[src/rtl/freq_meas_sched.sv]
// Round-robin measurement scheduler in front of a single shared frequency meter:
// picks a requesting channel, switches the input mux, lets it settle, starts the meter and collects the result.
module freq_meas_sched #(
  parameter int          N_CH    = 4,
  parameter int          SETTLE  = 8,
  parameter logic [27:0] TIMEOUT = 28'd600_000
) (
  input  logic            std_clk,
  input  logic            std_reset,
  input  logic [N_CH-1:0] req,
  output logic [1:0]      sel,
  output logic            meas_start,
  input  logic            meas_end,
  input  logic [9:0]      meas_val,
  output logic            meas_abort_n,
  output logic            done,
  output logic [9:0]      result,
  output logic [1:0]      result_ch,
  output logic            err,
  output logic            busy,
  output logic [N_CH-1:0] pending
);

  localparam int SET_W = (SETTLE > 1) ? $clog2(SETTLE) : 1;

  typedef enum logic [1:0] {
    ST_IDLE   = 2'd0,
    ST_SETTLE = 2'd1,
    ST_START  = 2'd2,
    ST_WAIT   = 2'd3
  } state_t;

  state_t           state, state_nxt;
  logic [1:0]       last_grant;
  logic [SET_W-1:0] settle_cnt;
  logic [27:0]      wait_cnt;
  logic             meas_end_d;
  logic [2:0]       pick;
  logic             grant;
  logic             finish_ok;
  logic             finish_to;
  logic [N_CH-1:0]  clr_mask;

  // Returns {found, index}: first pending channel at or after last+1, wrapping upward.
  function automatic logic [2:0] rr_pick(input logic [N_CH-1:0] pend, input logic [1:0] last);
    logic [1:0] idx;
    rr_pick = 3'b000;
    for (int k = 1; k <= 4; k++) begin
      idx = last + 2'(k);
      if (pend[idx] && !rr_pick[2]) rr_pick = {1'b1, idx};
    end
  endfunction

  always_comb begin
    state_nxt = state;
    grant     = 1'b0;
    finish_ok = 1'b0;
    finish_to = 1'b0;
    pick      = rr_pick(pending, last_grant);
    case (state)
      ST_IDLE: begin
        if (pick[2]) begin
          grant     = 1'b1;
          state_nxt = ST_SETTLE;
        end
      end
      ST_SETTLE: begin
        if (settle_cnt == SET_W'(SETTLE - 1)) state_nxt = ST_START;
      end
      ST_START: state_nxt = ST_WAIT;
      ST_WAIT: begin
        // A completion edge on the last allowed cycle still counts as a good result.
        if (meas_end && !meas_end_d) begin
          finish_ok = 1'b1;
          state_nxt = ST_IDLE;
        end else if (wait_cnt == TIMEOUT - 28'd1) begin
          finish_to = 1'b1;
          state_nxt = ST_IDLE;
        end
      end
      default: state_nxt = ST_IDLE;
    endcase
    clr_mask = grant ? (N_CH'(1) << pick[1:0]) : '0;
  end

  assign meas_start = (state == ST_START);
  assign busy       = (state != ST_IDLE);

  always_ff @(posedge std_clk or negedge std_reset) begin
    if (!std_reset) state <= ST_IDLE;
    else            state <= state_nxt;
  end

  always_ff @(posedge std_clk or negedge std_reset) begin
    if (!std_reset) begin
      pending      <= '0;
      sel          <= 2'd0;
      last_grant   <= 2'd3;
      settle_cnt   <= '0;
      wait_cnt     <= '0;
      meas_end_d   <= 1'b0;
      done         <= 1'b0;
      meas_abort_n <= 1'b1;
      result       <= '0;
      result_ch    <= 2'd0;
      err          <= 1'b0;
    end else begin
      meas_end_d   <= meas_end;
      // A request arriving on the grant cycle re-arms the channel it clears.
      pending      <= (pending & ~clr_mask) | req;
      done         <= finish_ok | finish_to;
      meas_abort_n <= ~finish_to;
      settle_cnt   <= (state == ST_SETTLE) ? settle_cnt + 1'b1 : '0;
      wait_cnt     <= (state == ST_WAIT) ? wait_cnt + 28'd1 : '0;
      if (grant) begin
        sel        <= pick[1:0];
        last_grant <= pick[1:0];
      end
      if (finish_ok) begin
        result    <= meas_val;
        result_ch <= sel;
        err       <= 1'b0;
      end else if (finish_to) begin
        result    <= '0;
        result_ch <= sel;
        err       <= 1'b1;
      end
    end
  end

endmodule

[config.mk]
export PLATFORM = sky130hd
export DESIGN_NAME = freq_meas_sched
export DESIGN_NICKNAME = d
export VERILOG_FILES = /design/src/rtl/freq_meas_sched.sv
export SDC_FILE = /design/constraint.sdc
export NUM_CORES = 1
export LEC_CHECK = 0
export CAP_MARGIN = 15
export CELL_PAD_IN_SITES_DETAIL_PLACEMENT = 0
export CELL_PAD_IN_SITES_GLOBAL_PLACEMENT = 2
export CORE_MARGIN = 3
export CORE_UTILIZATION = 36
export CTS_CLUSTER_DIAMETER = 120
export DETAILED_ROUTE_END_ITERATION = 12
export MAX_ROUTING_LAYER = met4
export PLACE_DENSITY = 0.85
export SLEW_MARGIN = 20
export SYNTH_ARGS = -nofsm -noshare
export SYNTH_HDL_FRONTEND = slang
export SYNTH_SLANG_ARGS = --single-unit
[constraint.sdc]
create_clock -name std_clk -period 2.7 [get_ports std_clk]
set_input_delay 0.405 -clock std_clk [delete_from_list [all_inputs] [get_ports std_clk]]
set_output_delay 0.405 -clock std_clk [all_outputs]
set_load 0.05 [all_outputs]
==> metrics list <==
* Leftover overflow at the end of global routing: 0
- Number of placement rows: 31
* Switching part of the total: a little under two fifths
- Setup TNS Final: 0 ns
- Number of antenna violations at the first check in global routing: 0
* Net count of the finished layout: 346
- Static Leak: between 1 and 1.5 nW
- Number of enable flip-flop cells after synthesis: 0
- Total GRT Usage: 15.34%
* Placed cells: 410
* RD Place Congestion: around 0.77
- The number of setup buffers added after CTS is 0.
- After floorplanning, the core was sized to cover 0.007292 mm2.
- Htree depth: 3
* Count of unresolved DRC violations after routing: 0
- Global-route wire length before repair: 10,260 um
- Setup violations remaining at the end of the flow were counted as 0.
- Maximum buffer depth of the clock tree: 2
- Max-cap violations in this run came to 0.
- Detailed placement ended at an HPWL of roughly 3800 um.
- Primary FF master, synth: dfrtp_1
* RSZ-0062 raised after global routing: false
- Pins Over Slew Limit: 0
* Maximum fanout count along the critical path: 5
- Summing over every cut layer, the via total after detailed routing is ~2,100.
- Of all cell types, the one taking the most synthesized area is dfrtp_1.
* Top-count cell post-synth: dfrtp_1
- Data on the critical path is required at its endpoint by 2.30 ns.
- Int Power: 0.002232 W
* First element of the critical path: state[0]
- Of all flip-flops after synthesis, the portion carrying an async set or reset was 100.0%.
- Synthesized-area fraction occupied by ao, oa, aoi and oai cells: under 10%
* Cell Area, Synth: between 0.002 and 0.003 mm2
- During placement, the flow inserted port buffers numbering 39.
- The number of global-route vias before repair came to 2,191.
* Arrival time at the worst endpoint: 2.01 ns
- Per report_power, the sequential group accounts for about 33% of the total.
- Of the post-synthesis cell area, the part taken by muxes is under 10%.
* Full die area: around 0.0086 mm2
- The clock network is responsible for roughly 29% of the overall power.
* Number of buffers created by CTS: 9
* Kind of critical path: reg -> out
* Cell chosen for the clock root: clkbuf_8
- The run finished with clean final reports.
* Share of the synthesized area in the top cell type: approximately half
- Ys Warns: 0
- The path class of the tightest hold or removal check is in -> async.
- Buffers inserted to repair hold after CTS numbered 0.
- Summing the areas of all xor and xnor instances in the mapped netlist gives 7.742% of the synthesized area.
- Total net switching power: ~0.0014 W
* Fraction of the mapped netlist area in adder cells: approximately 3.2%
* Maximum clock skew at final layout: roughly 0.010 ns
- Wire length reported by the detailed router: approximately 5700 um
* Die Span Y: approximately 93 um
- In this run, distinct cell masters in the synthesized netlist total just over 40.
- Once the floorplan was initialized, standard cells occupied between 30% and 40% of the core.
- Once detail routing completed, the nets flagged for antenna violations numbered 0.
- In this run the critical register-to-register path is launched from wait_cnt[0].
- Summing the sequential cell areas from Yosys gives between 50% and 60% of the chip area.
- The clock net in this run drives a total of 57 sinks.
- The detailed router finished its first iteration with 84 violations.
- Syn_area_per_cell: a little under 10 um2
- TritonCTS built the clock tree.
- The die is approximately 93 um wide.
- Compared with the post-synthesis result, the final layout area differs by 28.02%.
* Synthesized netlist cell count: 277
- Share of final-layout standard cells stronger than drive strength 1: around a tenth
- Net Count, Synth: between 300 and 400
- The worst-case IR drop observed on VDD is 345.7 uV.
- Top-level I/O count: 40
- STA classifies the critical path endpoint as an output port.
- Dominant combinational cell family by area after synthesis: simple AND/OR/NAND/NOR gates
- In the final routed layout, each cell accounts on average for around 13 um.
* Proportion of power drawn by combinational gates: about 38%
- Of the total synthesized cell area, the portion taken by AND, OR, NAND and NOR gates is 25.21%.
- Maximum number of pins on one net before global-route repair: a little under 60
- Final worst-path cycle share: between 80 and 90%
- Iteration count of the initial detailed-routing pass: 4
* Most frequent cells after synthesis: dfrtp_1, nor2_1, nand2_1
* Cell types with the largest area share after synthesis: dfrtp_1, nor2_1, xor2_1
- The final number of hold-violating endpoints came to 0.
- Clk slew on worst S/H paths: around 0.060 ns
- Using the TritonRoute via totals, the vias-per-cell ratio works out to ~5.
- At the pin with the least slew margin, the transition time is ~0.73 ns.
- Headroom to the max-slew limit: roughly half
- The routed design could run at a clock period as short as between 2 and 2.5 ns.
- Timing would allow up to 414.6 MHz.
* Power Dens Cells: roughly 1000 mW/mm2
- The clock reaches the later pin of the worst-skew pair after approximately 0.34 ns.
- Element type at the critical path start: flop
- Number of instances resized during post-cts repair: 0
* N_diodes: 0
- In this run, synthesis produced a sequential element count of 57.
* Number of standard cells in the final layout excluding fillers: 426
[sequential cells by signal (all words and copies together) (netlist names)]
signal	cells
result	10
wait_cnt	28
meas_end_d	1
done	1
err	1
meas_abort_n	1
settle_cnt	3
last_grant	2
state	2
result_ch	2
sel	2
pending	4
[per-layer routing]
layer / track usage, % / share of wire, % / routed length [um] / up-vias
li1: - / - / - / 1029
met3: 3.981 / 5.7 / 327 / 12
met4: 7.814 / 2.2 / 126 / 0
met2: 22.38 / 45 / 2582 / 52
met5: - / 0 / 0 / -
met1: 19.70 / 47 / 2686 / 1022
[power groups by stage]
stage                     registers, W  clock network (W)  logic, W
after floorplan                0.00162                  0  0.000503
after global placement         0.00119                  0   0.00138
after detailed placement       0.00120                  0   0.00139
after CTS                      0.00119            0.00109   0.00140
after global routing           0.00122            0.00113   0.00150
final                          0.00118            0.00106   0.00138
[cell families (layout without fill, tap and decap cells)]
logic type,Yosys count,in the layout
flops,57,57
compound gates,27,27
xor+xnor,24,24
simple gates,138,138
buf+inv,19,69
mux,5,5
fa+ha+maj,7,7
[worst max-delay path, cell delays in order, from the launching register on]
cell             delay [ns]
dfrtp_1                0.37
inv_1                  0.08
ha_1                   0.26
inv_1                  0.13
clkdlybuf4s50_1        0.82
[area by class of cell]
| cell class | count | area (um2) |
|---|---|---|
| fill | 712 | 3816 |
| sequential | 57 | 1430 |
| multi-input combinational | 201 | 1200 |
| timing repair buffer | 44 | 422.9 |
| clock inverter | 7 | 141.4 |
| clock buffer | 9 | 123.9 |
| tap | 99 | 123.9 |
| inverter | 9 | 33.78 |
[cells in the final DEF (no fill, tap or decap), types with 5 or more instances in the layout]
master / count
o21ai_0: 14
nand2b_1: 5
nand3_1: 15
xor2_1: 17
nand4_1: 11
clkbuf_8: 9
ha_1: 7
inv_1: 8
clkdlybuf4s50_1: 38
nor4_1: 5
buf_4: 5
dfrtp_1: 54
nor2_1: 40
nand2_1: 37
xnor2_1: 7
[stage by stage]
stage | worst slack (ns) | cell area (um2) | total power [W] | hold slack [ns] | util [%]
after floorplan | 0.8995 | 2715 | 0.002119 | 0.1094 | -
after global placement | 0.6939 | 3211 | 0.002571 | 0.4200 | 44.03
after detailed placement | 0.6381 | 3211 | 0.002594 | 0.4230 | 44.03
after CTS | 0.2719 | 3476 | 0.003672 | 0.2366 | 47.67
after global routing | 0.1341 | 3476 | 0.003845 | 0.2759 | 47.67
final | 0.2880 | 3476 | 0.003620 | 0.2042 | 47.67
[worst paths after layout]
kind | to | slack, ns | cells past startpoint
max | busy | 0.29 | 4
min | pending[3] | 0.20 | 2
max reg2reg | wait_cnt[16] | 0.66 | 6
min reg2reg | settle_cnt[0] | 0.43 | 1
max in group asynchronous | wait_cnt[20] | 2.01 | 2
min in group std_clk | settle_cnt[0] | 0.43 | 1
No activity file was read; power rests on OpenSTA's default activity.
